**config.mk**
```make
export PLATFORM = sky130hd
export DESIGN_NAME = spi_slave_if
export DESIGN_NICKNAME = d
export VERILOG_FILES = /design/src/rtl/pepper_spi_pkg.sv /design/src/rtl/spi_sync.sv /design/src/rtl/spi_slave_if.sv
export SDC_FILE = /design/constraint.sdc
export NUM_CORES = 1
export LEC_CHECK = 0
export ABC_AREA = 1
export CAP_MARGIN = 20
export CORE_MARGIN = 2
export CORE_UTILIZATION = 53
export DETAILED_ROUTE_END_ITERATION = 8
export PLACE_DENSITY = 0.77
export REMOVE_ABC_BUFFERS = 1
export SYNTH_ARGS = -nofsm -noshare
export SYNTH_HDL_FRONTEND = slang
export SYNTH_HIERARCHICAL = 1
export SYNTH_SLANG_ARGS = --single-unit
```
**constraint.sdc**
```tcl
create_clock -name clk -period 1.6 [get_ports clk]
set_input_delay 0.16 -clock clk [delete_from_list [all_inputs] [get_ports clk]]
set_output_delay 0.16 -clock clk [all_outputs]
set_load 0.05 [all_outputs]
```
**src/rtl/pepper_spi_pkg.sv**
```systemverilog
// Shared definitions for the SPI Mode 3 slave: default word width,
// synchronizer depth and the frame state encoding.
package pepper_spi_pkg;

  localparam int DEF_WORD_W      = 16;
  localparam int DEF_SYNC_STAGES = 2;

  typedef enum logic [1:0] {
    IDLE,
    LOAD,
    SHIFT
  } state_t;

endpackage

```
**src/rtl/spi_sync.sv**
```systemverilog
// N-stage synchronizer for one asynchronous pad input, plus one extra
// registered copy so the consumer can detect edges (q vs q_d).
module spi_sync #(
  parameter int   STAGES  = 2,
  parameter logic RST_VAL = 1'b0
) (
  input  logic clk,
  input  logic rst_n,
  input  logic d,
  output logic q,
  output logic q_d
);

  logic [STAGES-1:0] chain;

  // NOTE: sequential state uses non-blocking assignments so every flop
  // samples the pre-edge value of its neighbour; blocking would collapse
  // the chain into a single stage.
  always_ff @(posedge clk or negedge rst_n) begin
    if (!rst_n) begin
      chain <= {STAGES{RST_VAL}};
      q_d   <= RST_VAL;
    end else begin
      chain <= {chain[STAGES-2:0], d};
      q_d   <= chain[STAGES-1];
    end
  end

  assign q = chain[STAGES-1];

endmodule

```
**src/rtl/spi_slave_if.sv**
```systemverilog
// SPI Mode 3 slave: oversamples CS/SCK/MOSI in the clk domain, assembles
// MSB-first words and shifts a response word out on MISO in the same frame.
module spi_slave_if
  import pepper_spi_pkg::*;
#(
  parameter int WORD_W      = DEF_WORD_W,
  parameter int SYNC_STAGES = DEF_SYNC_STAGES
) (
  input  logic              clk,
  input  logic              rst_n,
  input  logic              CS,
  input  logic              SCK,
  input  logic              MOSI,
  output logic              MISO,
  output logic              miso_oe,
  input  logic [WORD_W-1:0] tx_data,
  output logic              tx_load,
  output logic [WORD_W-1:0] rx_data,
  output logic              rx_valid,
  output logic              frame_err,
  output logic              busy
);

  localparam int              CNT_W    = $clog2(WORD_W);
  localparam logic [CNT_W-1:0] LAST_BIT = CNT_W'(WORD_W - 1);

  logic cs_s, cs_d, sck_s, sck_d, mosi_s, mosi_unused_d;

  // CS resets to "asserted" so a frame already running when reset releases
  // never produces a cs_fall; the block waits for a fresh frame instead.
  spi_sync #(.STAGES(SYNC_STAGES), .RST_VAL(1'b0)) u_sync_cs (
    .clk(clk), .rst_n(rst_n), .d(CS), .q(cs_s), .q_d(cs_d)
  );
  spi_sync #(.STAGES(SYNC_STAGES), .RST_VAL(1'b1)) u_sync_sck (
    .clk(clk), .rst_n(rst_n), .d(SCK), .q(sck_s), .q_d(sck_d)
  );
  spi_sync #(.STAGES(SYNC_STAGES), .RST_VAL(1'b0)) u_sync_mosi (
    .clk(clk), .rst_n(rst_n), .d(MOSI), .q(mosi_s), .q_d(mosi_unused_d)
  );

  logic cs_fall, cs_rise, sck_rise;
  assign cs_fall  = cs_d & ~cs_s;
  assign cs_rise  = cs_s & ~cs_d;
  assign sck_rise = sck_s & ~sck_d;

  state_t            state, state_next;
  logic [CNT_W-1:0]  bit_cnt, cnt_next;
  logic [WORD_W-1:0] tx_shift;
  logic [WORD_W-2:0] rx_shift;
  logic              rx_done;
  logic              shift_en, last_rise;

  assign shift_en  = (state == SHIFT) && sck_rise;
  assign last_rise = shift_en && (bit_cnt == LAST_BIT);

  always_ff @(posedge clk or negedge rst_n) begin
    if (!rst_n) state <= IDLE;
    else        state <= state_next;
  end

  // NOTE: every always_comb output gets a default first, so no path leaves
  // a signal unassigned and no latch is inferred.
  always_comb begin
    state_next = state;
    cnt_next   = '0;
    case (state)
      IDLE:  if (cs_fall) state_next = LOAD;
      LOAD:  state_next = SHIFT;
      SHIFT: begin
        cnt_next = bit_cnt;
        if (shift_en) cnt_next = last_rise ? '0 : bit_cnt + CNT_W'(1);
        if (last_rise) state_next = LOAD;
      end
      default: state_next = IDLE;
    endcase
    // CS release wins over everything, but only after this cycle's SCK
    // rise has been accounted for in cnt_next.
    if (cs_rise) state_next = IDLE;
  end

  always_ff @(posedge clk or negedge rst_n) begin
    if (!rst_n) begin
      bit_cnt   <= '0;
      tx_shift  <= '0;
      rx_shift  <= '0;
      rx_data   <= '0;
      rx_done   <= 1'b0;
      rx_valid  <= 1'b0;
      frame_err <= 1'b0;
    end else begin
      bit_cnt   <= cs_rise ? '0 : cnt_next;
      rx_done   <= last_rise;
      rx_valid  <= rx_done;
      frame_err <= cs_rise && (cnt_next != '0);
      if (state == LOAD) begin
        tx_shift <= tx_data;
      end else if (shift_en) begin
        rx_shift <= {rx_shift[WORD_W-3:0], mosi_s};
        if (last_rise) rx_data  <= {rx_shift, mosi_s};
        else           tx_shift <= tx_shift << 1;
      end
    end
  end

  // MISO only changes after a detected rise, i.e. after the master sampled.
  assign MISO    = (state == LOAD)  ? tx_data[WORD_W-1]
                 : (state == SHIFT) ? tx_shift[WORD_W-1] : 1'b0;
  assign busy    = (state != IDLE);
  assign miso_oe = busy;
  assign tx_load = (state == LOAD);

endmodule
```
Yosys cells after proc, flatten, opt, wreduce, memory -nomap -nowiden. Index checks and enable logic that the tools add are counted.

Output and inout port bits: 22. Flip-flop bits (word level): 64. Word-level logic and storage cells: 51. Bits of input ports: 21.

Equality and inequality tests: 6. Bitwise gates (word level): 7. Reductions and logical operators: 11. Add/sub/neg operators: 1. Multiplexer cells: 13.

Operator list (number): 16-bit 2-to-1 mux (3); 4-bit 2-to-1 mux (4); 2-bit 2-to-1 mux (3); 3-bit inequality test, second input constant (2); 2-bit one-hot mux with 3 select lines (1); 2-bit AND reduction (3); 4-bit by 1-bit adder with 4-bit output, second input constant (1); 4-bit equality test, second input constant (1); 1-bit inverter (4); 2-bit nonzero test (2); 4-bit nonzero test (1); 1-bit AND (3); 1-bit logical AND (3); 3-bit AND reduction (1); 2-bit by 1-bit equality test with 1-bit output, second input constant (1); 2-bit equality test, second input constant (1); 2-bit zero test (1); 1-bit 2-to-1 mux (2); 2-bit inequality test, second input constant (1).

Longest topological paths before layout.
Depth after elaboration: 9. Mapped depth: 10. Depth with buffers taken out: 9.

Hierarchy. The synthesis kept the hierarchy.

Modules (own cells, without submodules): spi_slave_if (seq. area each 1401.3 µm², area an instance 2498.6 µm², times used 1, cells an instance 286); spi_sync at u_sync_cs ... (seq. area each 75.1 µm², area an instance 75.1 µm², times used 2, cells an instance 3); spi_sync at u_sync_sck (seq. area each 78.8 µm², area an instance 78.8 µm², times used 1, cells an instance 3).

Least setup slack after synthesis. Ideal clock, no wire load.

Path kind: reg2reg. Start point: register state[1]. End point: register tx_shift[10]. Stages on the path, launching flop included: 6. Slack: -0.046 ns. Arrival: 1.528 ns. Library setup time: 0.118 ns. Path buffers: 1. Data required time: 1.482 ns. Period minus slack after synthesis: 1.646 ns. Cell sequence: dfrtp_1 -> nor2_1 -> clkbuf_1 -> o21ai_0 -> nand2_1 -> o21ai_2.

Elaborated cells on any way between the ends: 8. Classes of those cells: eq/ne (3); mux (1); reduce/logical (4).

RTL lines: from (decl) (line spi_slave_if.sv:46) `state_t state, state_next;`; from (signal assigned) (line spi_slave_if.sv:58) `else state <= state_next;`; 2-bit by 1-bit equality test with 1-bit output (*); named net tx_load (line spi_slave_if.sv:17) `output logic tx_load,`; 2-bit inequality test (no source line) / 2-bit nonzero test (equally long branches); 2-bit AND reduction (no source line); to (signal assigned) (line spi_slave_if.sv:96) `tx_shift <= tx_data;`; to (signal assigned) (line spi_slave_if.sv:100) `else tx_shift <= tx_shift << 1;`; to (decl) (line spi_slave_if.sv:48) `logic [WORD_W-1:0] tx_shift;`.

The timed path passes the listed nets; every way through them passes the cells marked *. A chain may end at the register's enable or synchronous reset.

Final worst setup path.
Start point: register state[1]. End point: output MISO.

Cells in the longest elaborated chain, start to end: 3. Elaborated cells on any way between the ends: 4. Classes of those cells: eq/ne (2); mux (2).

Ends and longest elaborated chain: 2-bit equality test (line spi_slave_if.sv:107) `: (state == SHIFT) ? tx_shift[WORD_W-1] : 1'b0;`; 1-bit 2-to-1 mux (line spi_slave_if.sv:107); 1-bit 2-to-1 mux (*) (line spi_slave_if.sv:106) `assign MISO = (state == LOAD) ? tx_data[WORD_W-1]`; to (decl) (line spi_slave_if.sv:14) `output logic MISO,`.

Every way passes the cells marked *; elsewhere a longest branch is shown, timed or not.

==> metrics <==
Max Cap Viol=0; via/cell ratio=4.83; Port Buf Inserts=between 40 and 50; Area Growth Syn to Fin=30.6%; Hold Crit Class=in2reg; LEAKAGE=1.71 nW; Avg Cell Area, Syn=approximately 9.2 sq um; routed len/inst=about 12 microns; Vert. Die Dim=75.4 microns; actual slew at the worst max-slew pin=334 ps; clock sinks=64; Max Transition Viols Final=0; fin util=73.3%; Nets=between 300 and 400; DP HPWL=3280 microns; status=completed; layout cell share with drive strength beyond 1=between 20% and 30%; period utilisation layout=a little over nine tenths; Final WS setup=77.3 ps; first-pass GRT wire length=8270 microns; starting density of the core=between 50% and 60%; GP Congestion=0.807; crit path kind=reg2out; Hold Violations, Final=0; worst hold slack=227 ps; Crit path required time=1440 ps; clock buffer count from CTS=9; largest fanout on the critical path=4; IO Count=between 40 and 50; DR iter-0 viols=128; final setup violation count=0; post-route cell area=3530 sq um; worst-case clock buffer depth=2; crit start category=flop; # rows=25; CTS root buffer=clkbuf_8; CTS tree=built; core footprint=4820 sq um; Die Area=between 5000 and 6000 sq um; die outline width=75.4 microns; drt first pass iters=4; fin crit period=1520 ps; Overall Power=5.35 mW; worst clock skew=~7 ps; H-tree depth=3; initial antenna violation count=0; Worst slew margin=77.7%; maximum VDD drop=around 0.00097 V; final WL=5000 microns; global route overflow=0; largest net degree at the start of global routing=65; final routed DRC violation total=0; Setup WS pre-CTS=108 ps; number of global-route vias before repair=1,912; Skew-Pair Late Insertion Delay=340 ps; YS warnings=6; Crit path arrival time=1360 ps; post-route ant nets=0; GRT Total Usage=20.1%; Max Clk Rate=about 0.66 GHz; Pwr per Cell Area=1520 nW/um^2; vias=2,048; crit end category=output pin; Synth Instances=294; dpl cell area=around 3200 sq um; Post-Syn Area=2700 sq um; Worst-path clk slew=70 ps; ANT cells=0
-- final timing paths --
check                                         startpoint                            end  slack (ps)  depth (start not counted)
max                                 state[1]$_DFFE_PN0P_                           MISO          80                          6
min                                                  SCK  u_sync_sck/chain[0]$_DFF_PN1_         230                          1
max reg2reg                u_sync_sck/chain[1]$_DFF_PN1_       tx_shift[11]$_DFFE_PN0P_         100                          8
min reg2reg                            rx_done$_DFF_PN0_             rx_valid$_DFF_PN0_         350                          0
max in group asynchronous                          rst_n       u_sync_sck/q_d$_DFF_PN1_         920                          3
min in group asynchronous                          rst_n         rx_data[3]$_DFFE_PN0P_         350                          3
-- area by class of cell --
type	count	area (sq um)
Inverter	49	189
Sequential cell	64	1610
Multi-Input combinational cell	168	840
Clock inverter	5	56.3
Tap cell	67	83.8
Clock buffer	11	141
Timing Repair Buffer	60	616
Fill cell	385	1290
-- cells in the final DEF, fill, tap and decap left out, drive strengths merged, types with 3 or more instances in the layout --
cell type	n
nand2	87
dfrtp	61
o21ai	59
inv	48
buf	39
clkdlybuf4s50	19
clkbuf	12
nor2	8
nand3	6
a21oi	4
clkinv	4
dfstp	3
-- report_power, final --
part / leakage, nW / switching [mW] / internal [mW] / total [mW]
Sequential: 0.849 / 0.0998 / 1.88 / 1.98
Combinational: 0.766 / 1.12 / 0.892 / 2.01
Clock: 0.0993 / 0.608 / 0.759 / 1.37
-- stage by stage --
stage,setup TNS [ps],instances
detailed placement,0,399
CTS,0,417
global placement,0,399
floorplan,-22870,281
global route,-10.8,424
finish,0,424
-- routing by layer --
metal,global-route usage (%),vias up,part of all wire [%]
li1,-,1027,-
met1,25.2,960,43
met2,31.1,54,49
met3,8.86,7,6.0
met4,7.60,0,1.4
met5,0,-,0
-- timing repair --
item / 4_1_cts / 5_1_grt
endpoints found under the setup margin: 2 / 13
pin swaps: 0 / 3
hold buffers: 1 / 0
endpoints found under the hold margin: 61 / 0
setup buffers: 1 / 6
cloned: 0 / 1
resized for setup: 2 / 6
-- critical path, stage by stage, from the launching register on --
cell     delay, ps
dfrtp_1        420
buf_4          160
nand2_4         90
inv_2           50
nand2_1         70
nand2_2         80
buf_12         150
-- flip-flops by register name (all words and copies together) (netlist names), 2 cells and up --
name,flops
rx_data,16
tx_shift,16
rx_shift,15
bit_cnt,4
state,2
u_sync_cs/chain,2
u_sync_mosi/chain,2
u_sync_sck/chain,2
No activity file was read; power rests on OpenSTA's default activity.
==> patch: new RTL, same settings <==
Make the reset (`rst_n`) synchronous in 3 clocked blocks. Comments in the files are not updated.
--- a/src/rtl/spi_sync.sv
+++ b/src/rtl/spi_sync.sv
@@ -18,3 +18,3 @@
   // the chain into a single stage.
-  always_ff @(posedge clk or negedge rst_n) begin
+  always_ff @(posedge clk) begin
     if (!rst_n) begin
--- a/src/rtl/spi_slave_if.sv
+++ b/src/rtl/spi_slave_if.sv
@@ -55,3 +55,3 @@
 
-  always_ff @(posedge clk or negedge rst_n) begin
+  always_ff @(posedge clk) begin
     if (!rst_n) state <= IDLE;
@@ -80,3 +80,3 @@
 
-  always_ff @(posedge clk or negedge rst_n) begin
+  always_ff @(posedge clk) begin
     if (!rst_n) begin
Check against the original RTL: differs if rst_n is asserted again (counterexample within 10 cycles, from zero or initial values and one cycle with rst_n low); with rst_n held inactive, the same outputs for 10 cycles.
==> patch against the original RTL <==
- sequential cell count did not move
- highest routed layer unchanged
- final cell count rose by 4.7%
- utilization fell by 0.75 points
- worst setup slack got worse by 4.4 ps
- design area fell by 8.7%
- first-iteration DRC count rose by 9.4%
- synthesized area fell by 7.6%
- die area fell by 7.2%
- critical path depth did not move
- global-route usage rose by 2.3 points
- wire length rose by 2.7%
Power is not compared: it rests on default switching activity, and its combinational part moved more than twofold at a synthesized area within 25%.
==> patch: results (changes against the original RTL) <==
[worst_setup_path]
timing.rr.end=rx_data[2]$_SDFFE_PN0P_
max_stage_delay_ps=360  ; -60 ps
crit_start=state[0]$_SDFFE_PP0P_
reg2reg_from=bit_cnt[1]$_SDFF_PP0_
reg2reg_depth=7  ; -1
crit_path_top_delay_cell=dfxtp_2
reg2reg_slack_ps=200  ; +100 ps

[min_path]
hold_path_end=u_sync_mosi/chain[0]$_SDFF_PN0_
whs_path_depth=3  ; +2
min_from=MOSI
hold_path_class=input port to flip-flop

[layout]
multi_input_area_mm2=0.00101  ; +20%
inverters=36  ; -27%
clk_share=0.0664  ; +0.0104
buf_share=0.159  ; -0.0149
multi_input_cells=223  ; +33%
filler_cell_count=363  ; -5.7%
numSequentialCells=64  ; unchanged
layout-drive-gt1-share=0.153  ; -0.0962
clock_buffers=13  ; +2
signal_buffers=53  ; -12%
fin_nets=409  ; +9.1%
sh_seq_area=0.398  ; -0.0569

[clock_tree]
cts-root-buf=clkbuf_8
cts_buffer_depth=2  ; unchanged

[sta]
whs_ps=343  ; +115 ps
worst_pin_slew_ps=230  ; -104 ps
finalClockSkew_ps=10.5  ; +3.38 ps
timing.final.crit_share=0.954  ; +0.00272

[route]
top_layer=met4
dr_wl_met3_um=289  ; -4.0%
dr_wl_met2_mm=2.44  ; -1.3%
wl_per_cell_um=11.6  ; -1.9%
initialDrtViolationCount=140  ; +9.4%
wl_met1_mm=2.34  ; +8.2%
routed_via_density=5.06  ; +4.7%
drtPass1Iterations=4  ; unchanged

[grt]
grt_pass1_wl_mm=9.11  ; +10%
gr-usage-met3=0.0635  ; -0.0251
grt_use_met1=0.272  ; +0.0196
grt.met2_usage=0.371  ; +0.0596
track_usage=0.224  ; +0.0231
grt_pass1_vias=2097  ; +9.7%
grt_max_degree=51  ; -22%

[placement]
dp_hpwl_mm=3.41  ; +4.1%
post-place-ws_ps=107  ; -0.268 ps
place_congestion=0.829  ; +2.8%

[outcome]
status=completed

patch: cell count changes in the layout (fill, tap and decap cells not counted), sizes merged, moves of 13 or more:
cell	delta
a21oi	+17
dfrtp	-61
nor2	+50
o21ai	-17
dfxtp	+64
inv	-13
patch: what timing repair did:
action	4_1_cts	5_1_grt
resized for setup	2	5
setup buffers	0	1
setup endpoints to repair	1	8
patch: power groups by stage:
| stage | combinational (µW) | clock, µW | sequential [µW] |
|---|---|---|---|
| finish | 214 | 1490 | 1630 |
| global route | 241 | 1580 | 1630 |
| CTS | 211 | 1520 | 1630 |
| detailed placement | 209 | 0 | 1670 |
| global placement | 206 | 0 | 1670 |
| floorplan | 98.4 | 0 | 1660 |
patch: tightest hold or removal path, cell delays in order:
cell and delay (ps):
clkdlybuf4s50_1 400, nand2_1 50, inv_1 30
patch: metrics by stage:
stage	instance area, µm²	std cells
6_report	3220	444
5_1_grt	3220	444
4_1_cts	3200	443
3_5_place_dp	2980	427
3_3_place_gp	2980	427
2_1_floorplan	2410	323
